### src/rtl/ex_mem_pkg.sv
// Shared core constants (mirror of define.v) used by the ex/mem pipeline register.
package ex_mem_pkg;
   localparam logic       RstEnable    = 1'b1;
   localparam logic       WriteDisable = 1'b0;
   localparam logic       Stop         = 1'b1;
   localparam logic       NoStop       = 1'b0;
   localparam logic [31:0] ZeroWord    = 32'h0000_0000;
   localparam logic [7:0] EXE_NOP_OP   = 8'b0000_0000;
   localparam int         RegBus       = 32;
   localparam int         RegAddrBus   = 5;
   localparam int         AluOpBus     = 8;
   localparam int         DoubleRegBus = 64;

   typedef enum logic [1:0] {
      PR_ADVANCE = 2'd0,
      PR_BUBBLE  = 2'd1,
      PR_HOLD    = 2'd2
   } pr_mode_e;

   // Decode the ex/mem stall pair; the non-monotonic combination falls back to hold.
   function automatic pr_mode_e pr_mode(input logic ex_stop, input logic mem_stop);
      if (ex_stop == Stop && mem_stop == NoStop)   return PR_BUBBLE;
      if (ex_stop == NoStop && mem_stop == NoStop) return PR_ADVANCE;
      return PR_HOLD;
   endfunction
endpackage

### src/rtl/ex_mem.sv
// EX->MEM pipeline register with stall/flush handling, MADD intermediate loop-back
// and a saturating bubble counter.
module ex_mem
   import ex_mem_pkg::*;
#(
   parameter int DATA_W   = RegBus,
   parameter int ADDR_W   = RegAddrBus,
   parameter int ALUOP_W  = AluOpBus,
   parameter int BUBCNT_W = 16
) (
   input  logic                  clk,
   input  logic                  rst,
   input  logic [5:0]            stall,
   input  logic                  flush,
   input  logic [ADDR_W-1:0]     ex_wd,
   input  logic                  ex_wreg,
   input  logic [DATA_W-1:0]     ex_wdata,
   input  logic [ALUOP_W-1:0]    ex_aluop,
   input  logic [DATA_W-1:0]     ex_mem_addr,
   input  logic [DATA_W-1:0]     ex_reg2,
   input  logic [2*DATA_W-1:0]   hilo_i,
   input  logic [1:0]            cnt_i,
   output logic [ADDR_W-1:0]     mem_wd,
   output logic                  mem_wreg,
   output logic [DATA_W-1:0]     mem_wdata,
   output logic [ALUOP_W-1:0]    mem_aluop,
   output logic [DATA_W-1:0]     mem_mem_addr,
   output logic [DATA_W-1:0]     mem_reg2,
   output logic [2*DATA_W-1:0]   hilo_o,
   output logic [1:0]            cnt_o,
   output logic [BUBCNT_W-1:0]   bubble_cnt
);
   localparam logic [BUBCNT_W-1:0] BubOne = {{(BUBCNT_W-1){1'b0}}, 1'b1};

   logic [ADDR_W-1:0]   wd_q,     wd_d;
   logic                wreg_q,   wreg_d;
   logic [DATA_W-1:0]   wdata_q,  wdata_d;
   logic [ALUOP_W-1:0]  aluop_q,  aluop_d;
   logic [DATA_W-1:0]   addr_q,   addr_d;
   logic [DATA_W-1:0]   reg2_q,   reg2_d;
   logic [2*DATA_W-1:0] hilo_q,   hilo_d;
   logic [1:0]          cnt_q,    cnt_d;
   logic [BUBCNT_W-1:0] bub_q,    bub_d;

   pr_mode_e mode;
   logic     unused_stall;

   assign unused_stall = ^{stall[5], stall[2:0]};
   assign mode         = pr_mode(stall[3], stall[4]);

   always_comb begin
      wd_d    = wd_q;
      wreg_d  = wreg_q;
      wdata_d = wdata_q;
      aluop_d = aluop_q;
      addr_d  = addr_q;
      reg2_d  = reg2_q;
      hilo_d  = hilo_q;
      cnt_d   = cnt_q;
      bub_d   = bub_q;
      if (flush) begin
         wd_d    = '0;
         wreg_d  = WriteDisable;
         wdata_d = '0;
         aluop_d = ALUOP_W'(EXE_NOP_OP);
         addr_d  = '0;
         reg2_d  = '0;
         hilo_d  = '0;
         cnt_d   = 2'b00;
      end else begin
         unique case (mode)
            PR_BUBBLE: begin
               // ex is stalled mid-MADD: send a bubble but keep its intermediate alive.
               wd_d    = '0;
               wreg_d  = WriteDisable;
               wdata_d = '0;
               aluop_d = ALUOP_W'(EXE_NOP_OP);
               addr_d  = '0;
               reg2_d  = '0;
               hilo_d  = hilo_i;
               cnt_d   = cnt_i;
               if (bub_q != '1) bub_d = bub_q + BubOne;
            end
            PR_ADVANCE: begin
               wd_d    = ex_wd;
               wreg_d  = ex_wreg;
               wdata_d = ex_wdata;
               aluop_d = ex_aluop;
               addr_d  = ex_mem_addr;
               reg2_d  = ex_reg2;
               hilo_d  = '0;
               cnt_d   = 2'b00;
            end
            default: ;
         endcase
      end
   end

   always_ff @(posedge clk) begin
      if (rst == RstEnable) begin
         wd_q    <= '0;
         wreg_q  <= WriteDisable;
         wdata_q <= '0;
         aluop_q <= ALUOP_W'(EXE_NOP_OP);
         addr_q  <= '0;
         reg2_q  <= '0;
         hilo_q  <= '0;
         cnt_q   <= 2'b00;
         bub_q   <= '0;
      end else begin
         wd_q    <= wd_d;
         wreg_q  <= wreg_d;
         wdata_q <= wdata_d;
         aluop_q <= aluop_d;
         addr_q  <= addr_d;
         reg2_q  <= reg2_d;
         hilo_q  <= hilo_d;
         cnt_q   <= cnt_d;
         bub_q   <= bub_d;
      end
   end

   assign mem_wd       = wd_q;
   assign mem_wreg     = wreg_q;
   assign mem_wdata    = wdata_q;
   assign mem_aluop    = aluop_q;
   assign mem_mem_addr = addr_q;
   assign mem_reg2     = reg2_q;
   assign hilo_o       = hilo_q;
   assign cnt_o        = cnt_q;
   assign bubble_cnt   = bub_q;
endmodule
### config.mk
export PLATFORM = sky130hd
export DESIGN_NAME = ex_mem
export DESIGN_NICKNAME = d
export VERILOG_FILES = /design/src/rtl/ex_mem_pkg.sv /design/src/rtl/ex_mem.sv
export SDC_FILE = /design/constraint.sdc
export NUM_CORES = 1
export LEC_CHECK = 0
export BUFFER_PORTS_ARGS = -buffer_cell sky130_fd_sc_hd__buf_4
export CAP_MARGIN = 20
export CORE_AREA = 2 2 145 147
export DETAILED_ROUTE_END_ITERATION = 12
export DIE_AREA = 0 0 147 149
export PLACE_DENSITY = 0.73
export SKIP_LAST_GASP = 1
export SLEW_MARGIN = 20
export SYNTH_ARGS = -nofsm -noshare
export SYNTH_HDL_FRONTEND = slang
export SYNTH_SLANG_ARGS = --single-unit
### constraint.sdc
create_clock -name clk -period 3.4 [get_ports clk]
set_input_delay 0.34 -clock clk [delete_from_list [all_inputs] [get_ports clk]]
set_output_delay 0.34 -clock clk [all_outputs]
set_load 0.01 [all_outputs]
==> results of run 1 <==
[power groups by stage]
stage	clock network (W)	registers [W]	logic (W)
final	0.00192	0.00231	0.000456
after global routing	0.00207	0.00232	0.000498
after CTS	0.00197	0.00231	0.000460
after detailed placement	0	0.00237	0.000459
after global placement	0	0.00236	0.000453
after floorplan	0	0.00238	0.000170
[layout make-up]
type	instances	area, um2
Clock inverter	13	123
Tap cell	275	344
Inverter	4	15.0
Multi-Input combinational cell	427	2510
Clock buffer	18	439
Timing Repair Buffer	380	2870
Sequential cell	192	3840
Fill cell	1962	10400
[tightest hold or removal path: stages]
cell	delay, ns
buf_4	0.08
a22oi_1	0.05
nor2_1	0.07
[worst max-delay path by stage]
| stage | end | slack [ns] | cells past startpoint |
|---|---|---|---|
| after floorplan | bubble_cnt[15] | 1.64 | 4 |
| after global placement | bubble_cnt[0] | 1.28 | 6 |
| after detailed placement | bubble_cnt[0] | 1.25 | 6 |
| after CTS | bubble_cnt[0] | 1.22 | 6 |
| after global routing | bubble_cnt[0] | 1.0 | 6 |
| final | bubble_cnt[0] | 1.21 | 6 |
[cell families after synthesis]
| family | synth area share, % |
|---|---|
| AO/OA/AOI/OAI | 22.5 |
| adder cells (fa/ha/maj) | 0.189 |
| buffers and inverters | 4.05 |
| flip-flops | 58.2 |
| multiplexers | 0.492 |
| AND/OR/NAND/NOR | 14.6 |
[per-stage QoR]
| step | area (um2) | setup slack (ns) | std cells | total power, W |
|---|---|---|---|---|
| 6_report | 10100 | 1.21 | 1309 | 0.00469 |
| 3_5_place_dp | 9580 | 1.25 | 1278 | 0.00282 |
| 5_1_grt | 10100 | 0.995 | 1309 | 0.00488 |
| 2_1_floorplan | 6610 | 1.64 | 686 | 0.00255 |
| 4_1_cts | 10100 | 1.22 | 1309 | 0.00475 |
| 3_3_place_gp | 9580 | 1.28 | 1278 | 0.00282 |
[cells in the final DEF, fill, tap and decap left out, types with 3 or more instances in the layout]
cell type and instances:
nand4_1 4, dfxtp_1 192, nor2_1 180, a22oi_1 176, inv_6 4, or4_1 8
inv_1 4, nand2_1 3, nand3_1 5, a21oi_1 12, buf_4 378, clkbuf_16 17
nor4_1 3, clkinv_4 5, o31ai_1 7
[cells in the mapped netlist, drive strengths merged]
cell type,count
dfxtp,192
nor2,181
a22oi,176
clkbuf,49
buf,14
a21oi,12
or4,8
o31ai,7
nand4,6
nand3,5
inv,4
nor4,4
nand2,3
nor2b,3
or3,3
mux2,2
nand2b,2
nor3,2
o21ai,2
a21boi,1
a41oi,1
and2,1
and4,1
ha,1
mux2i,1
nor3b,1
o21ba,1
o31a,1
o41ai,1
or2,1
[routing by layer]
layer | vias up | global-route usage, % | share of wire, %
met4 | 0 | 5.34 | 1.5
met1 | 3003 | 21.1 | 40
met2 | 279 | 30.0 | 49
met3 | 23 | 6.48 | 9.3
met5 | - | 0 | 0
li1 | 3137 | - | -
[registers in the layout, indices dropped and copies added (netlist names)]
| name | cells |
|---|---|
| mem_wdata | 32 |
| mem_reg2 | 32 |
| mem_aluop | 8 |
| mem_wreg | 1 |
| cnt_o | 2 |
| mem_mem_addr | 32 |
| bubble_cnt | 16 |
| mem_wd | 5 |
| hilo_o | 64 |
==> summary.md, run 1 <==
| Metric | Value |
|---|---|
| H-tree levels | `4` |
| Hold_sp | `hilo_i[60]` |
| Core Rows | `53` |
| Nature of the critical path endpoint | `register` |
| Io pins | `377` |
| Hold EP | `hilo_o[60]` |
| Diodes inserted | `0` |
| Worst reg2reg endpoint | `bubble_cnt[0]` |
| First-pass GRT wire length | `31300 um` |
| Cell Pwr Density | `462 nW/um2` |
| CTS Sinks | `192` |
| DRC viols | `0` |
| Root buffer cell | `clkbuf_16` |
| CP startpoint kind | `register` |
| Initial antenna violation count | `0` |
| Die area | `21900 um2` |
| Critical path arrival | `2.50 ns` |
| Post-DRT Antenna Nets | `0` |
| Reg2reg start | `bubble_cnt[0]` |
| Max Buffers Root-to-Sink | `2` |
| Syn avg cell area | `9.63 um2` |
| Worst clock skew | `0.00829 ns` |
| Synth unique cells | `35` |
| Port Buffers | `372` |
| Max incr delay on CP | `0.59 ns` |
| Hold_buf cts | `0` |
| Hold Path Class | `in2reg` |
| Number of flip-flops and latches in the synthesized netlist | `192` |
| Post-CTS Resized | `0` |
| Reg2Reg Depth | `6` |
| Fin nets | `1208` |
| Sequential Power Share | `49.3%` |
| Crit-path slowest cell | `nor4_2` |
| Hold path cells | `3` |
| Worst Setup SP | `bubble_cnt[0]` |
| Crit path max-delay family | `simple AND/OR/NAND/NOR gates` |
| Final setup fails | `0` |
| Die H | `149 um` |
| Initial core utilization | `32.1%` |
| DP Wirelength | `14500 um` |
| R2R setup slack | `1.21 ns` |
| Critical path class | `reg2reg` |
| Sequential element share of the synthesized area | `58.2%` |
| Crit path max fanout | `8` |
| Vias in the first global route | `5989` |
| Pin count of the biggest net entering global routing | `95` |
| Bufs and invs on worst path | `2` |
| Slew Viols, Final | `0` |
| Critical-path cell list | `ha_1 > inv_1 > nor4_2 > buf_4 > a21boi_0 > mux2_2` |
| Switching share of power | `25.0%` |
| Starting DRT DRC Count | `340` |
| Die Wd | `147 um` |
| Dominant cell type by area after synthesis | `dfxtp_1` |
| Cells after Synth | `686` |
| Layout cells sized above 1 | `40.8%` |
| Total Routed Length | `20600 um` |
| FMAX | `458 MHz` |
| CTS buffer count | `17` |
| Design internal power | `0.00352 W` |
| Synth area leaders | `dfxtp_1 58%, a22oi_1 20%, nor2_1 10%, clkbuf_1 2.8%, a21oi_1 0.91%` |
| Max-capacitance violation count | `0` |
| Fin crit share | `64.3%` |
| Clock latency on the worst-skew pair | `0.42 ns` |
| Vias | `6442` |
| Leak | `4.39 nW` |
| Gate power share | `9.7%` |
| Clk pwr share | `41.0%` |
| Clock transition at path regs | `0.08 ns` |
| GRT overflow | `0` |
| Final Hold Viols | `0` |
| Synthesized area | `6610 um2` |
| Avg WL per Cell | `15.7 um` |
| Area delta synth->final | `53.6%` |
| Worst hold slack | `0.142 ns` |
| Post-layout util | `49.4%` |
| Worst vdd ir | `0.000311 V` |
| Post-Synthesis Net Count | `872` |
| Critical Path RT | `3.71 ns` |
| Outcome | `finished, final reports clean` |
| Post-layout minimum cycle time | `2.19 ns` |
| Setup Total Neg Slack | `0 ns` |
| Gr usage total | `17.7%` |
| Rel. slew slack | `32.9%` |
| RSZ-0062 raised after global routing | `false` |
| Yosys top cell area share | `58.2%` |
| Core ar. | `20600 um2` |
| NetSw | `0.00117 W` |
| CTS tree | `yes` |
| Worst slew pin tran | `1.01 ns` |
| GPL Wtd Cong | `0.760` |
| Syn. warnings | `0` |
| Setup Buffers After CTS | `0` |
| Drt first pass iters | `5` |
| DR vias/cell | `4.92` |
Note: power is estimated with default switching activity, not from simulation.
==> inputs of run 2 (changes only) <==
- ABC_AREA: default -> 1
- CORE_AREA: 2 2 145 147 -> 2 2 148 150
- DIE_AREA: 0 0 147 149 -> 0 0 150 152
- clock period: 3.4 -> 2.2 ns (I/O delays scaled with it)
==> summary.md, run 2 <==
| Metric | Value |
|---|---|
| Die H | `152 um (+2.0%)` |
| Core Rows | `54 (+1.9%)` |
| Gr usage total | `18.1% (+0.41 points)` |
| Die area | `22800 um2 (+4.1%)` |
| Post-synth EDFFs | `0 (unchanged)` |
| Crit path max fanout | `8 (unchanged)` |
| Xor/xnor share of the synthesized area | `0.124% (+0.12 points)` |
| Slew Viols, Final | `0 (unchanged)` |
| Simple-gate area share of the yosys netlist | `26.2% (+12 points)` |
| Initial core utilization | `33.0% (+0.83 points)` |
| Clock latency on the worst-skew pair | `0.43 ns (about the same)` |
| Root buffer cell | `clkbuf_16` |
| Max reg flops | `64 (unchanged)` |
| Sequential element share of the synthesized area | `54.6% (-3.6 points)` |
| Largest family of logic cells by synthesized area | `simple AND/OR/NAND/NOR gates` |
| Setup WS post-layout | `0.565 ns (-0.649 ns)` |
| CTS buffer count | `17 (unchanged)` |
| Worst vdd ir | `0.000473 V (+52%)` |
| Syn. warnings | `0 (unchanged)` |
| Diodes inserted | `0 (unchanged)` |
| Post-layout minimum cycle time | `1.63 ns (-0.551 ns)` |
| Post-CTS Resized | `0 (unchanged)` |
| Multiplexer share of the synthesized area | `0% (-0.49 points)` |
| Final setup fails | `0 (unchanged)` |
| Pin count of the biggest net entering global routing | `130 (+37%)` |
| Vias in the first global route | `6757 (+13%)` |
| Ys async rst share | `0% (unchanged)` |
| Drt first pass iters | `5 (unchanged)` |
| R2R setup slack | `0.57 ns (-0.65 ns)` |
| Critical Path RT | `2.52 ns (-1.19 ns)` |
| Starting DRT DRC Count | `339 (-0.29%)` |
| CTS tree | `yes` |
| Worst Setup SP | `bubble_cnt[0]` |
| Cell Pwr Density | `686 nW/um2 (+48%)` |
| Fin crit share | `74.3% (+10 points)` |
| Rel. slew slack | `59.6% (+27 points)` |
| Post-layout util | `50.0% (+0.61 points)` |
| Io pins | `377 (unchanged)` |
| Setup Buffers After CTS | `0 (unchanged)` |
| DRC viols | `0 (unchanged)` |
| CP startpoint kind | `register` |
| Leak | `4.61 nW (+5.1%)` |
| Area share of fa/ha/maj cells after synthesis | `0.178% (-0.012 points)` |
| Fillers | `2082 (+6.1%)` |
| Critical path arrival | `1.95 ns (-0.55 ns)` |
| First-pass GRT wire length | `33500 um (+7.3%)` |
| Critical path class | `reg2reg` |
| Worst clock skew | `0.0128 ns (+0.00447 ns)` |
| GRT overflow | `0 (unchanged)` |
| Port Buffers | `372 (unchanged)` |
| Dominant synthesized flop cell | `dfxtp_1` |
| Post-DRT Antenna Nets | `0 (unchanged)` |
| Most common cell in the netlist | `nand2_1` |
| H-tree levels | `4 (unchanged)` |
| Hold_sp | `ex_wdata[12]` |
| Worst slew pin tran | `0.606 ns (-0.401 ns)` |
| DP Wirelength | `15500 um (+6.6%)` |
| Avg WL per Cell | `13.7 um (-13%)` |
| Initial antenna violation count | `1 (+1)` |
| Number of flip-flops and latches in the synthesized netlist | `192 (unchanged)` |
| Nature of the critical path endpoint | `register` |
| Total Routed Length | `21400 um (+4.2%)` |
| FMAX | `612 MHz (+34%)` |
| Compound-gate portion of the synthesized area | `12.9% (-9.6 points)` |
| Reg2reg start | `bubble_cnt[0]` |
| Worst hold slack | `0.0383 ns (-0.103 ns)` |
| Final Hold Viols | `0 (unchanged)` |
| Die Wd | `150 um (+2.0%)` |
| Synth unique cells | `20 (-43%)` |
| Synth area leaders | `dfxtp_1 55%, nand2_1 21%, a21oi_1 13%, buf_2 2.8%, nor2_1 1.8%` |
| DR vias/cell | `4.53 (-8.0%)` |
| Most frequent cells in the layout | `395 x nand2_1, 379 x buf_4, 192 x dfxtp_1` |
| Dpl ws | `0.595 ns (-0.652 ns)` |
| CTS Sinks | `192 (unchanged)` |
| Post-Synthesis Net Count | `1117 (+28%)` |
| Layout cells sized above 1 | `33.8% (-7.0 points)` |
| Setup Total Neg Slack | `0 ns (unchanged)` |
| Clock transition at path regs | `0.08 ns (about the same)` |
| Max-capacitance violation count | `0 (unchanged)` |
| Fin nets | `1463 (+21%)` |
| Dominant cell type by area after synthesis | `dfxtp_1` |
| RSZ-0062 raised after global routing | `false` |
| Vias | `7111 (+10%)` |
| GPL Wtd Cong | `0.819 (+7.7%)` |
| Syn avg cell area | `7.56 um2 (-21%)` |
| Max Buffers Root-to-Sink | `2 (unchanged)` |
| Cells after Synth | `931 (+36%)` |
| Most frequent cells after synthesis | `395 x nand2_1, 192 x dfxtp_1, 182 x a21oi_1, 40 x buf_2, 33 x nor2_1` |
| Outcome | `finished, final reports clean` |
| Hold Path Class | `in2reg` |
| Area delta synth->final | `51.5%` |
| Yosys top cell area share | `54.6% (-3.6 points)` |
| Core ar. | `21400 um2 (+3.9%)` |
| Synthesized area | `7040 um2 (+6.6%)` |
| Commonest non-fill, non-tap cell in the layout | `nand2_1` |
run 2: cell types whose count changed in the layout (fill, tap and decap cells not counted), sizes merged, moves of 3 or more:
cell   previous run  this run
a21oi            12       182
a22oi           176         0
buf             380       386
inv              10        35
nand2             3       401
nand3             5        27
nand4             6         0
nor2            181        39
nor2b             3         0
nor4              4         0
o31ai             7         0
or3               3         0
or4               8         0
run 2: cells by family (layout without fill, tap and decap cells):
kind of cell,count (synthesis),after routing
AO/OA/AOI/OAI,182,182
XOR/XNOR,1,1
adder cells (fa/ha/maj),1,1
buffers and inverters,88,447
flip-flops,192,192
AND/OR/NAND/NOR,467,467
run 2: repair_timing:
action | 4_1_cts | 5_1_grt
hold endpoints to repair | 2 | 0
setup endpoints to repair | 0 | 0
hold buffers | 1 | 0
run 2: stage by stage:
stage | area, um2 | total power (W) | cells
2_1_floorplan | 7040 | 0.00394 | 931
3_5_place_dp | 10100 | 0.00438 | 1537
6_report | 10700 | 0.00732 | 1570
5_1_grt | 10700 | 0.00763 | 1570
3_3_place_gp | 10100 | 0.00437 | 1537
4_1_cts | 10700 | 0.00741 | 1570
run 2: area by class of cell:
| class | instances | area, um2 | area share (%) |
|---|---|---|---|
| clock inverters | 14 | 144 | 1.35 |
| inverters | 28 | 105 | 0.985 |
| well taps | 280 | 350 | 3.28 |
| repair buffers | 387 | 3000 | 28.1 |
| clock buffers | 18 | 429 | 4.02 |
| flip-flops and latches | 192 | 3840 | 36.0 |
| multi-input cells | 651 | 2800 | 26.2 |
run 2: path summary, 6_finish.rpt:
| kind | endpoint | cells past startpoint |
|---|---|---|
| min reg2reg | hilo_o[27] | 2 |
| max | bubble_cnt[1] | 10 |
| min | mem_wdata[12] | 3 |
| max reg2reg | bubble_cnt[1] | 10 |
run 2: routing by layer:
layer / vias up / part of all wire, % / global-route usage, %
li1: 3634 / - / -
met1: 3189 / 40 / 21.0
met2: 257 / 49 / 31.7
met3: 29 / 9.0 / 5.68
met4: 2 / 1.6 / 5.30
met5: - / 0.061 / 0
run 2: where the power goes:
part	total, W	internal, W	switching, W	leakage [nW]
Sequential	0.00358	0.00354	0.0000359	1.55
Clock	0.00302	0.00152	0.00151	0.283
Combinational	0.000719	0.000370	0.000348	2.78
run 2: worst max-delay path, cell delays in order (launching register included):
cell and delay [ns]:
dfxtp_1 0.40, ha_1 0.24, nand2_1 0.07, nor2_1 0.12
nand2_2 0.09, inv_1 0.06, nand2_1 0.18, nand3_1 0.21
nand2_1 0.07, nand2_1 0.06, nor2_1 0.03
==> inputs of run 3 (changes only) <==
- PLACE_DENSITY: 0.73 -> 0.76
- clock period: 2.2 -> 1.3 ns (I/O delays scaled with it)
==> summary.md, run 3 (synthesized netlist as in run 2, its figures left out) <==
| Metric | Value |
|---|---|
| Core Rows | `54 (unchanged)` |
| Pin count of the biggest net entering global routing | `68 (-48%)` |
| Worst clock skew | `0.0108 ns (-0.00198 ns)` |
| Area delta synth->final | `83.2%` |
| Final Hold Viols | `0 (unchanged)` |
| Die H | `152 um (unchanged)` |
| WL met1 | `9750 um (+14%)` |
| Vias in the first global route | `8331 (+23%)` |
| DRC viols | `0 (unchanged)` |
| Total Routed Length | `25700 um (+20%)` |
| Max layer used | `met4` |
| Hold Path Class | `in2reg` |
| Most frequent cells in the layout | `404 x buf_4, 392 x nand2_1, 188 x dfxtp_1` |
| Layout cells sized above 1 | `33.4% (-0.40 points)` |
| Vias | `8394 (+18%)` |
| CTS buffer count | `17 (unchanged)` |
| GPL Wtd Cong | `0.849 (+3.7%)` |
| First-pass GRT wire length | `40100 um (+20%)` |
| Die Wd | `150 um (unchanged)` |
| Max incr delay on CP | `0.37 ns (-0.03 ns)` |
| Clock transition at path regs | `0.08 ns (about the same)` |
| Max-capacitance violation count | `0 (unchanged)` |
| Io pins | `377 (unchanged)` |
| Leak | `5.59 nW (+21%)` |
| Post-DRT Antenna Nets | `0 (unchanged)` |
| Root buffer cell | `clkbuf_16` |
| Crit-path slowest cell | `dfxtp_1` |
| Clock latency on the worst-skew pair | `0.42 ns (about the same)` |
| Fillers | `1697 (-18%)` |
| H-tree levels | `4 (unchanged)` |
| Post-route total power | `0.0130 W (+78%)` |
| Post-layout minimum cycle time | `1.35 ns (-0.283 ns)` |
| Failing checks | `setup timing` |
| DR vias/cell | `4.72 (+4.3%)` |
| Worst slew pin tran | `0.303 ns (-0.303 ns)` |
| Worst vdd ir | `0.000759 V (+60%)` |
| Register area | `3850 um2 (+0.26%)` |
| Post-layout util | `60.4% (+10 points)` |
| Outcome | `complete, but fails checks` |
| Port Buffers | `372 (unchanged)` |
| Area taken by multi-input logic gates | `2950 um2 (+5.2%)` |
| Met3 wire length | `1980 um (+2.7%)` |
| Metal2 WL | `12800 um (+21%)` |
| Initial antenna violation count | `0 (-1)` |
| Drt first pass iters | `5 (unchanged)` |
| GRT overflow | `0 (unchanged)` |
| Final setup fails | `11 (+11)` |
| Commonest non-fill, non-tap cell in the layout | `buf_4` |
| Die area | `22800 um2 (unchanged)` |
| Avg WL per Cell | `14.5 um (+5.9%)` |
| Fin nets | `1670 (+14%)` |
| Critical Path RT | `1.62 ns (-0.90 ns)` |
| Cell Pwr Density | `1010 nW/um2 (+47%)` |
| Max reg flops | `64 (unchanged)` |
| RSZ-0062 raised after global routing | `true` |
| Initial core utilization | `33.0% (unchanged)` |
| Nature of the critical path endpoint | `register` |
| Final Cell Area | `12900 um2 (+21%)` |
| Critical path arrival | `1.67 ns (-0.28 ns)` |
| Critical-path cell list | `nand2_2 > nor2_2 > buf_4 > nand2_1 > nor2_2 > nand3_1 > nand2_1 > nor2_1` |
| Max Buffers Root-to-Sink | `2 (unchanged)` |
| Fin crit share | `104% (+30 points)` |
| CTS Sinks | `192 (unchanged)` |
| Gr usage total | `21.6% (+3.5 points)` |
| CP startpoint kind | `register` |
| Diodes inserted | `0 (unchanged)` |
| Setup WS post-layout | `-0.0519 ns (-0.617 ns)` |
| Rel. slew slack | `79.8% (+20 points)` |
| Core ar. | `21400 um2 (unchanged)` |
| CTS tree | `yes` |
| DP Wirelength | `15700 um (+1.7%)` |
| Critical path class | `reg2reg` |
| Starting DRT DRC Count | `338 (-0.29%)` |
| Placed inst area | `10400 um2 (+2.9%)` |
| Crit path max fanout | `3 (-5)` |
| FMAX | `740 MHz (+21%)` |
| Slew Viols, Final | `0 (unchanged)` |
[run 3: cell types whose count changed in the layout (fill, tap and decap cells not counted), sizes merged]
cell,previous run,this run
clkbuf,18,19
buf,386,418
clkinvlp,0,1
clkinv,7,4
inv,35,36
dlygate4sd3,1,176
[run 3: final timing paths]
path,slack (ns),startpoint,end,cells past startpoint
hold reg to reg,0.46,mem_wdata[24],mem_wdata[24],2
setup / recovery,-0.05,bubble_cnt[5],bubble_cnt[10],8
setup reg to reg,-0.05,bubble_cnt[5],bubble_cnt[10],8
hold / removal,0.02,hilo_i[57],hilo_o[57],3
[run 3: critical path, delay by kind of cell (launching register included)]
family / cells / cell delay, ns
simple gates: 7 / 0.74
buf+inv: 1 / 0.14
flops: 1 / 0.37
[run 3: routing by layer]
metal / GRT usage [%] / vias up
met5: 0 / -
met4: 11.0 / 0
met3: 6.28 / 85
met2: 37.7 / 372
met1: 23.7 / 3884
li1: - / 4053
[run 3: area by class of cell]
class	instances	area share, %
Inverter	28	0.815
Sequential cell	192	29.9
Clock buffer	19	3.44
Tap cell	280	2.72
Timing Repair Buffer	594	39.2
Multi-Input combinational cell	651	22.8
Clock inverter	13	1.07
[run 3: repair_timing]
item	in CTS	in global routing
hold buffers	175	1
resized for setup	20	18
pin swaps	5	3
buffers inserted	3	0
hold endpoints to repair	180	5
setup endpoints to repair	16	16
[run 3: stage by stage]
| stage | cells | hold WS, ns | setup TNS [ns] | setup WS (ns) |
|---|---|---|---|---|
| floorplan | 931 | 0.192 | -0.104 | -0.0174 |
| global placement | 1566 | 0.349 | -1.75 | -0.134 |
| detailed placement | 1566 | 0.353 | -2.23 | -0.175 |
| CTS | 1776 | -0.101 | -0.00578 | -0.00373 |
| global route | 1777 | 0.0143 | -1.27 | -0.133 |
| finish | 1777 | 0.0210 | -0.218 | -0.0519 |
[run 3: power breakdown]
group	internal (W)	switching (W)
Combinational	0.00102	0.000746
Sequential	0.00599	0.0000628
Clock	0.00263	0.00254
Total	0.00964	0.00335
